===== config.mk =====
export PLATFORM = sky130hd
export DESIGN_NAME = rv32_store_drain_ctrl
export DESIGN_NICKNAME = d
export VERILOG_FILES = /design/src/rtl/rv32_store_drain_ctrl.sv
export SDC_FILE = /design/constraint.sdc
export NUM_CORES = 1
export LEC_CHECK = 0
export ABC_AREA = 1
export CELL_PAD_IN_SITES_DETAIL_PLACEMENT = 1
export CELL_PAD_IN_SITES_GLOBAL_PLACEMENT = 2
export CORE_UTILIZATION = 31
export CTS_CLUSTER_DIAMETER = 30
export DETAILED_ROUTE_END_ITERATION = 12
export HOLD_SLACK_MARGIN = 0.05
export PLACE_DENSITY_LB_ADDON = 0.08
export SYNTH_ARGS = -nofsm -noshare
export SYNTH_HDL_FRONTEND = slang
export SYNTH_SLANG_ARGS = --single-unit

===== constraint.sdc =====
create_clock -name clk -period 5.1 [get_ports clk]
set_clock_uncertainty 0.2 [all_clocks]
set_input_delay 0.51 -clock clk [delete_from_list [all_inputs] [get_ports clk]]
set_output_delay 0.51 -clock clk [all_outputs]
set_load 0.01 [all_outputs]

===== src/rtl/rv32_store_drain_ctrl.sv =====
// Store buffer between execute and the data-memory write port: queues full-word
// stores, drains them oldest-first over req/ack, and forwards the youngest match to loads.
module rv32_store_drain_ctrl #(
    parameter int DEPTH = 4
) (
    input  logic                     clk,
    input  logic                     rst_n,
    input  logic                     st_valid,
    input  logic [31:0]              st_addr,
    input  logic [31:0]              st_data,
    output logic                     st_ready,
    input  logic [31:0]              ld_addr,
    input  logic [31:0]              ld_mem_data,
    output logic [31:0]              ld_data,
    output logic                     ld_hit,
    output logic                     mem_req,
    output logic [31:0]              mem_addr,
    output logic [31:0]              mem_wdata,
    input  logic                     mem_ack,
    output logic [$clog2(DEPTH):0]   count,
    output logic                     empty
);

    localparam int AW = $clog2(DEPTH);
    localparam int CW = AW + 1;

    localparam logic [0:0] IDLE = 1'b0;
    localparam logic [0:0] REQ  = 1'b1;

    logic [29:0]   addr_q [DEPTH];
    logic [31:0]   data_q [DEPTH];
    logic [AW-1:0] wr_ptr;
    logic [AW-1:0] rd_ptr;
    logic [CW-1:0] cnt;
    logic [CW-1:0] cnt_nxt;
    logic [0:0]    state;
    logic          push;
    logic          pop;
    logic          unused_low_bits;

    // Word addressing: the byte-offset bits never take part in storage or compare.
    assign unused_low_bits = ^{st_addr[1:0], ld_addr[1:0]};

    assign st_ready  = (cnt != CW'(DEPTH));
    assign empty     = (cnt == '0);
    assign count     = cnt;
    assign mem_req   = (state == REQ);
    assign mem_addr  = {addr_q[rd_ptr], 2'b00};
    assign mem_wdata = data_q[rd_ptr];

    assign push = st_valid && st_ready;
    assign pop  = (state == REQ) && mem_ack;

    always_comb begin
        cnt_nxt = cnt;
        case ({push, pop})
            2'b10:   cnt_nxt = cnt + CW'(1);
            2'b01:   cnt_nxt = cnt - CW'(1);
            default: cnt_nxt = cnt;
        endcase
    end

    always_ff @(posedge clk or negedge rst_n) begin
        if (!rst_n) begin
            state  <= IDLE;
            wr_ptr <= '0;
            rd_ptr <= '0;
            cnt    <= '0;
        end else begin
            cnt <= cnt_nxt;
            if (push)
                wr_ptr <= wr_ptr + AW'(1);
            if (pop)
                rd_ptr <= rd_ptr + AW'(1);
            case (state)
                IDLE:    if (cnt != '0) state <= REQ;
                REQ:     if (mem_ack) state <= (cnt_nxt != '0) ? REQ : IDLE;
                default: state <= IDLE;
            endcase
        end
    end

    // Entry storage carries no reset; validity is tracked solely by rd_ptr/cnt.
    always_ff @(posedge clk) begin
        if (push) begin
            addr_q[wr_ptr] <= st_addr[31:2];
            data_q[wr_ptr] <= st_data;
        end
    end

    // Walk oldest to youngest so a later match overrides an earlier one.
    always_comb begin
        logic [AW-1:0] idx;
        ld_hit  = 1'b0;
        ld_data = ld_mem_data;
        idx     = rd_ptr;
        for (int i = 0; i < DEPTH; i++) begin
            idx = rd_ptr + AW'(i);
            if ((CW'(i) < cnt) && (addr_q[idx] == ld_addr[31:2])) begin
                ld_hit  = 1'b1;
                ld_data = data_q[idx];
            end
        end
    end

endmodule


==> impl_results.md <==
- Worst-Skew Late Latency: 0.60 ns
- Leading area contributor after synthesis: edfxtp_1
- Via Count: between 20000 and 25000
- Number of max-cap violations: 0
- Die area: just over 60000 sq um
- FF-to-FF End: data_q[2][27]
- Synth Instances: 2923
- Number of antenna violations at the first check in global routing: 6
- Fraction of layout cells with a size suffix above 1: under 10%
- RSZ-0062 raised after global routing: true
- Hpwl dp: roughly 60000 microns
- Net count, final: about 3300
- Synth top area cells: edfxtp_1 (39%), nand2_1 (29%), nand3_1 (9.2%)
- Number of global-route vias before repair: approximately 21000
- Leakage power: roughly 12 nW
- 1st-iter DRT viols: between 1000 and 1500
- CP max stage cell: dfrtp_4
- Crit path max fanout: 32
- Clock Sinks: about 260
- Total Routing Usage GR: a little over a quarter
- Max incr delay on CP: 0.55 ns
- Crit-path leading delay family: buffers and inverters
- Hold Crit Depth: 1
- Total I/O pin count: 235
- Post-synthesis cell type count: 37
- Clock tree root driver cell: clkbuf_16
- Main flop type after synthesis: edfxtp_1
- H-tree depth: 3
- Status: complete, no violations
- Crit-path cells: inv_8, buf_16, buf_4, nand2_1, nand3_1, nand2_1, nand2_1, nand2_1, nor2_1, nand4_1, nor2_1, nand2_1, nor2_4, buf_4, nand2_1, nand2_1, inv_1, nand2_1, nand2_1, clkdlybuf4s50_1
- Row count: 90
- Seq/Total Area, Yosys: 40.2%
- CTS Buf Count: 73
- Final setup TNS: 0 ns
- Pre-antenna DRT Iters: 5
- R2r setup slk: approximately 2.1 ns
- R2R depth: 6
- Post-detailed-route DRC marker count: 0
- Final core utilization: 40.7%
- Worst path most repeated cell: nand2_1
- Pwr Density: around 700 nW/um^2
- Post-layout min period: ~4.9 ns
- CTS tree: done
- Share of the synthesized area in the top cell type: between 30% and 40%
- CTS clk-pin slew, worst paths: 0.05 ns
- Total global routing overflow: 0
- Worst-margin pin slew: between 0.7 and 0.8 ns
- Worst Setup End Kind: output port
- Count leader, synth: nand2_1
- Ys async rst share: between 3 and 4%
- DR WL/cell: roughly 21 microns
- Critical path startpoint: rd_ptr[0]
- Fmax achieved: just over 200 MHz
- Max Slew Vio Count: 0
- VDD IR-drop max: about 0.55 mV
- Routed wire length: around 84000 microns
- PortBufs: 228
- CP bufs+invs: 6
- Min-delay src: st_data[13]
- Critical R2R Launch: count[0]
- Hold EP: data_q[0][13]
- Placer congestion estimate: ~0.93
- Rel. slew slack: between 40% and 50%
- CP startpoint kind: flip-flop
- Post-synthesis cell area: between 15000 and 20000 sq um
- Core area: 60500 sq um
- First-pass GRT wire length: 126000 microns
- Die W: about 250 microns
- Clock Tree Buf Depth: 3
- Area delta synth->final: 29.6%
- EDFF count, synth: between 200 and 250
- Tcrit/Tclk final: between 90% and 100%
- Synthesis-stage register bit count: about 260
- Die extent in y: about 250 microns
- CP arrival: 4.18 ns
- WS Path Type: reg2out
- Worst Path Required: around 4.4 ns
- Syn Area/Cell: ~6.5 sq um
- Largest net degree at the start of global routing: between 90 and 100
- Hold Path Class: in2reg
- Setup violations, final: 0
- DR vias/cell: between 5 and 6
- Fin. Hold Viols: 0
- ANT nets after route: 0
- Starting Density: 31.4%
- Synth cell count leaders: nand2_1 (1477), nand3_1 (348), inv_1 (291), edfxtp_1 (248), o21ai_0 (179)
- Synth warnings: 0
registers in the layout (all words and copies together), names as in the netlist:
register	flops
count	3
data_q	128
wr_ptr	2
rd_ptr	2
mem_req	1
addr_q	120
metal layers:
metal / wire [microns] / share of wire [%] / global-route usage (%)
met4: 2220 / 2.7 / 8.59
met3: 4210 / 5.0 / 5.29
met1: 39100 / 47 / 36.0
met5: 44 / 0.053 / 0
met2: 38200 / 46 / 43.1
final cells by class:
class | instances | area, sq um
clock buffer | 88 | 1930
timing repair buffer | 282 | 3030
tap | 782 | 978
antenna | 4 | 10.0
inverter | 296 | 1130
fill | 7637 | 35800
clock inverter | 42 | 384
multi-input combinational | 2228 | 9530
sequential | 256 | 7650
metrics by stage:
| step | total power [mW] | hold WS (ns) | worst slack, ns | cells | instance area, sq um |
|---|---|---|---|---|---|
| after floorplan | 8.73 | 0.0144 | 0.765 | 2924 | 19000 |
| after global placement | 12.4 | 0.347 | 0.580 | 3835 | 22100 |
| after detailed placement | 12.6 | 0.377 | 0.546 | 3835 | 22100 |
| after CTS | 17.0 | 0.314 | 0.00413 | 3968 | 24500 |
| after global routing | 18.3 | 0.333 | -0.0801 | 3976 | 24600 |
| final | 17.0 | 0.343 | 0.207 | 3978 | 24600 |
placed cells by master (no fill, tap or decap), drive strengths merged:
| cell type | instances |
|---|---|
| xor2 | 20 |
| or2 | 7 |
| o22ai | 4 |
| clkbuf | 91 |
| buf | 48 |
| nand4 | 34 |
| bufbuf | 2 |
| a41oi | 1 |
| edfxtp | 248 |
| ha | 10 |
| nor4b | 1 |
| inv | 300 |
| o211ai | 3 |
| clkdlybuf4s50 | 228 |
| o2111ai | 1 |
| and3b | 1 |
| o21ai | 187 |
| nor2 | 102 |
| diode | 4 |
| conb | 2 |
| dlygate4sd3 | 1 |
| dfrtp | 8 |
| nand3 | 349 |
| bufinv | 4 |
| a31oi | 1 |
| and2 | 1 |
| nor4 | 4 |
| a21oi | 14 |
| nand3b | 2 |
| clkinv | 31 |
| nor3 | 5 |
| clkinvlp | 3 |
| nand2 | 1479 |
where the power goes:
part           leakage [nW]  internal (mW)  switching, mW
Combinational          8.23           3.07           6.74
Clock                  1.13           2.87           1.36
Sequential             2.36           2.79          0.211
Total                  11.7           8.73           8.31
timing repair:
| item | in CTS | in global routing |
|---|---|---|
| hold buffers | 1 | 0 |
| setup buffers | 0 | 4 |
| endpoints found under the setup margin | 21 | 33 |
| resized for setup | 7 | 18 |
| endpoints found under the hold margin | 8 | 0 |
| cloned | 2 | 2 |
| pin swaps | 0 | 1 |
kinds of logic (layout without fill, tap and decap cells):
logic type | count (synthesis) | in the layout | synth area share (%)
adders and majority gates | 10 | 10 | 0.658
DFF | 256 | 256 | 40.2
and+or+nand+nor | 1985 | 1985 | 42.5
other | 1 | 6 | 0.0197
buffers and inverters | 440 | 708 | 10.1
xor gates and xnor gates | 20 | 20 | 0.921
AOI/OAI and AO/OA | 211 | 211 | 5.67
how the worst max path moves through the flow:
stage / endpoint / slack [ns] / depth (start not counted)
2_1_floorplan: addr_q[0][0] / 0.77 / 5
3_3_place_gp: ld_data[18] / 0.58 / 17
3_5_place_dp: ld_data[3] / 0.55 / 17
4_1_cts: ld_data[3] / 0.004 / 15
5_1_grt: ld_data[14] / -0.08 / 20
6_report: ld_data[0] / 0.21 / 20
worst register-to-register path: stages (launching register included):
cell	delay (ns)
dfrtp_1	0.42
inv_1	0.14
ha_1	0.24
nand2_1	0.09
nand2_1	0.31
nor2_4	0.69
buf_12	0.42
(Power assumes the default switching activity.)
==> variant 1 (same flow settings) <==
Reset style: synchronous (`rst_n`), changed in one clocked block.
--- a/src/rtl/rv32_store_drain_ctrl.sv
+++ b/src/rtl/rv32_store_drain_ctrl.sv
@@ -62,3 +62,3 @@
 
-    always_ff @(posedge clk or negedge rst_n) begin
+    always_ff @(posedge clk) begin
         if (!rst_n) begin
Function: differs if rst_n is asserted again (counterexample within 4 cycles, from zero or initial values and one cycle with rst_n low); with rst_n held inactive, the same outputs for 4 cycles.
==> variant 1 against the unedited design <==
- largest cell class unchanged
- critical endpoint is now ld_data[25]
- sequential share of layout area decreased by 0.18 points
- highest routed layer unchanged
- routed wire length rose by 7.9%
- non-clock buffer count grew 5
- register-to-register slack got worse by 0.06 ns
- area after synthesis increased by 0.62%
- sequential cell count rose by 2
- maximum frequency is essentially flat
- design area grew 0.60%
- worst setup slack worse by 0.0033 ns
- via count up 1.9%
Power is not compared: it rests on default switching activity, and its combinational part moved more than twofold at a synthesized area within 25%.
==> variant 1: results (changes against the unedited design) <==
{
  "outcome": "finished, final reports clean",
  "nonClockInverterCount": {"value": 282, "change": "-4.7%"},
  "cts_inserted_buffers": {"value": 75, "change": "+2.7%"},
  "nonClkBufAreaFrac": {"value": 11.8, "unit": "%", "change": "-0.48 points"},
  "gp_congestion": {"value": 0.930, "change": "+0.11%"},
  "r2r_end": "addr_q[2][5]",
  "global_route.usage.met3": {"value": 4.40, "unit": "%", "change": "-0.89 points"},
  "syn_inst": {"value": 2801, "change": "-4.2%"},
  "sh_seq_area": {"value": 30.9, "unit": "%", "change": "-0.18 points"},
  "synthesis.area": {"value": 19100, "unit": "um2", "change": "+0.62%"},
  "placed_cells_incl_taps": {"value": 3721, "change": "-3.0%"},
  "synth.top_cells.by_count": "nand2_1 (1227), nand3_1 (303), inv_1 (271)",
  "post_drt_via_cell_ratio": {"value": 5.31, "change": "+5.0%"},
  "num-fill-cells": {"value": 7506, "change": "-1.7%"},
  "yosysUniqueCellTypes": {"value": 40, "change": "+8.1%"},
  "holdCritStartpoint": "st_data[18]",
  "post_synth_main_area_contributors": "edfxtp_1 (39%), nand2_1 (24%), nand3_1 (7.9%)",
  "clkcell_share": {"value": 9.81, "unit": "%", "change": "+0.43 points"},
  "worst_hold_slack_across_all_endpoints": {"value": 0.327, "unit": "ns", "change": "-0.0158 ns"},
  "min_delay_worst_endpoint": "data_q[2][18]",
  "global_route.usage.total": {"value": 28.5, "unit": "%", "change": "+1.7 points"},
  "grtUsageMet2": {"value": 51.6, "unit": "%", "change": "+8.5 points"},
  "detail_route.iter0.violations": {"value": 1143, "change": "+10%"},
  "antenna_cells": {"value": 2, "change": "-2"},
  "n_clock_buffer": {"value": 91, "change": "+3.4%"},
  "critical_path_fanout_max": {"value": 65, "change": "+100%"},
  "grt_antenna_before_repair": {"value": 4, "change": "-2"},
  "via_count_of_the_first_global_routing_pass": {"value": 21282, "change": "+2.0%"},
  "ys_async_sr_fraction": {"value": 0, "unit": "%", "change": "-3.1 points"}
}
==> variant 1: changes by cell type after synthesis, moves of 10 or more <==
| cell | before | now |
|---|---|---|
| a22oi_1 | 0 | 30 |
| nand3_2 | 1 | 11 |
| a221oi_1 | 0 | 32 |
| xor2_1 | 20 | 8 |
| nand2_1 | 1477 | 1227 |
| nor2_1 | 96 | 107 |
| nand3_1 | 348 | 303 |
| o21ai_0 | 179 | 136 |
| dfxtp_1 | 0 | 10 |
| o211ai_1 | 3 | 35 |
| a32oi_1 | 0 | 33 |
| a21oi_1 | 14 | 92 |
| inv_1 | 291 | 271 |
==> variant 1: cells by family (layout without fill, tap and decap cells) <==
family | count (synthesis) | in the layout | share of synthesized area [%]
compound gates | 383 | 383 | 12.3
xor+xnor | 8 | 8 | 0.366
fa+ha+maj | 10 | 10 | 0.654
buf+inv | 432 | 704 | 9.78
flops | 258 | 258 | 40.0
other cells | 1 | 4 | 0.0196
simple gates | 1709 | 1711 | 36.9
==> variant 1: timing repair <==
action                                  CTS  global route
pin swaps                                 0             2
gates resized for setup                   2            15
hold buffers                              0             0
cloned                                    0             2
endpoints found under the hold margin     0             0
endpoints found under the setup margin   18            33
==> variant 1: how the worst max path moves through the flow <==
stage / from / endpoint / slack, ns / cells past startpoint
floorplan: count[0] / addr_q[0][0] / 0.73 / 5
global placement: rd_ptr[1] / ld_data[25] / 0.61 / 20
detailed placement: rd_ptr[1] / ld_data[2] / 0.58 / 20
CTS: rd_ptr[0] / ld_data[25] / 0.006 / 21
global route: rd_ptr[0] / ld_data[21] / 0.03 / 21
finish: rd_ptr[0] / ld_data[25] / 0.20 / 16
==> variant 1: layer usage <==
layer  wire (um)  up-vias
met5          24        -
met4        2350        4
met3        3990      137
met2       46100      525
met1       37900    10112
li1            -     9734
==> variant 2 (same flow settings) <==
Made on the original files. Change the parameter `DEPTH` from 4 to 2.
--- a/src/rtl/rv32_store_drain_ctrl.sv
+++ b/src/rtl/rv32_store_drain_ctrl.sv
@@ -3,3 +3,3 @@
 module rv32_store_drain_ctrl #(
-    parameter int DEPTH = 4
+    parameter int DEPTH = 2
 ) (
Interface: changed (resized count); port bits go from 235 to 234. The function was not compared with the original's and may differ.
==> variant 2 against the unedited design <==
- count of clock-buffer cells in the layout decreased by 69
- area after synthesis decreased by 59%
- sequential cell count decreased by 127
- worst setup slack improved by 0.42 ns
- total power decreased by 69%
- via count decreased by 63%
- routed wire length decreased by 70%
- design area decreased by 55%
- critical endpoint is now ld_data[5]
- largest cell class is now sequential cells
==> variant 2: results (changes against the unedited design) <==
{
  "hpwlAfterDp": {"value": 17400, "unit": "um", "change": "-71%"},
  "grtUsageMet2": {"value": 32.2, "unit": "%", "change": "-11 points"},
  "clock_latency_reported_for_the_late_side_of_the_worst_skew_pair": {"value": 0.42, "unit": "ns", "change": "-0.18 ns"},
  "cts-htree-levels": {"value": 4, "change": "+1"},
  "synth_edf_count": {"value": 124, "change": "-50%"},
  "layout-drive-gt1-share": {"value": 4.34, "unit": "%", "change": "-1.6 points"},
  "critPathCapture": "ld_data[5]",
  "postCtsResizedCells": {"value": 0, "change": "-7"},
  "vdd.ir_drop.worst": {"value": 345, "unit": "uV", "change": "-37%"},
  "drt_pre_antenna_iters": {"value": 4, "change": "-1"},
  "port_buffers": {"value": 227, "change": "-0.44%"},
  "critical_path_fanout_max": {"value": 68, "change": "+110%"},
  "yosysUniqueCellTypes": {"value": 28, "change": "-24%"},
  "crit_path_top_delay_cell": "buf_4",
  "ys_async_sr_fraction": {"value": 3.88, "unit": "%", "change": "+0.75 points"},
  "total_power": {"value": 5330, "unit": "uW", "change": "-69%"},
  "global_route.usage.total": {"value": 19.5, "unit": "%", "change": "-7.3 points"},
  "final_net_count": {"value": 1390, "change": "-58%"},
  "r2r_end": "data_q[0][14]",
  "share_of_the_synthesized_netlist_area_taken_by_xor_and_xnor_gates": {"value": 0.223, "unit": "%", "change": "-0.70 points"},
  "compound_cell_area_share_of_the_yosys_netlist": {"value": 4.93, "unit": "%", "change": "-0.74 points"},
  "dr_wl_met2": {"value": 11600, "unit": "um", "change": "-70%"},
  "sequential_element_share_of_the_synthesized_area": {"value": 48.9, "unit": "%", "change": "+8.7 points"},
  "outcome": "finished, final reports clean",
  "synth.top_cells.by_count": "nand2_1 (429), inv_1 (149), nand3_1 (135)",
  "detail_route.wirelength.met1": {"value": 11400, "unit": "um", "change": "-71%"},
  "p_seq_share": {"value": 28.9, "unit": "%", "change": "+11 points"},
  "pg_comb": {"value": 2490, "unit": "uW", "change": "-75%"},
  "largest_net_degree_at_the_start_of_global_routing": {"value": 129, "change": "+32%"},
  "hold_path_class": "primary input to asynchronous set/reset pin",
  "cts_buffer_depth": {"value": 2, "change": "-1"},
  "grt_first_pass_wirelength": {"value": 38900, "unit": "um", "change": "-69%"},
  "global_route.usage.met3": {"value": 4.47, "unit": "%", "change": "-0.82 points"},
  "syn_avg_cell_area": {"value": 7.55, "unit": "um2", "change": "+16%"}
}
[variant 2: final cells by class]
| cell class | count | area [um2] | share of cell area [%] |
|---|---|---|---|
| multi-input cells | 711 | 3150 | 28.7 |
| clock inverters | 13 | 186 | 1.70 |
| repair buffers | 241 | 2380 | 21.6 |
| diodes | 2 | 5.00 | 0.0456 |
| well taps | 324 | 405 | 3.69 |
| flip-flops and latches | 129 | 3850 | 35.1 |
| clock buffers | 19 | 433 | 3.94 |
| inverters | 153 | 577 | 5.25 |
[variant 2: through the flow]
step           hold slack [ns]  cell area, um2  setup slack (ns)  utilization (%)
2_1_floorplan           0.0144            7870             0.887                -
3_3_place_gp             0.321           10400              1.02             42.1
3_5_place_dp             0.311           10400             0.993             42.1
4_1_cts                  0.120           11000             0.524             44.6
5_1_grt                  0.116           11000             0.278             44.6
6_report                 0.121           11000             0.629             44.6
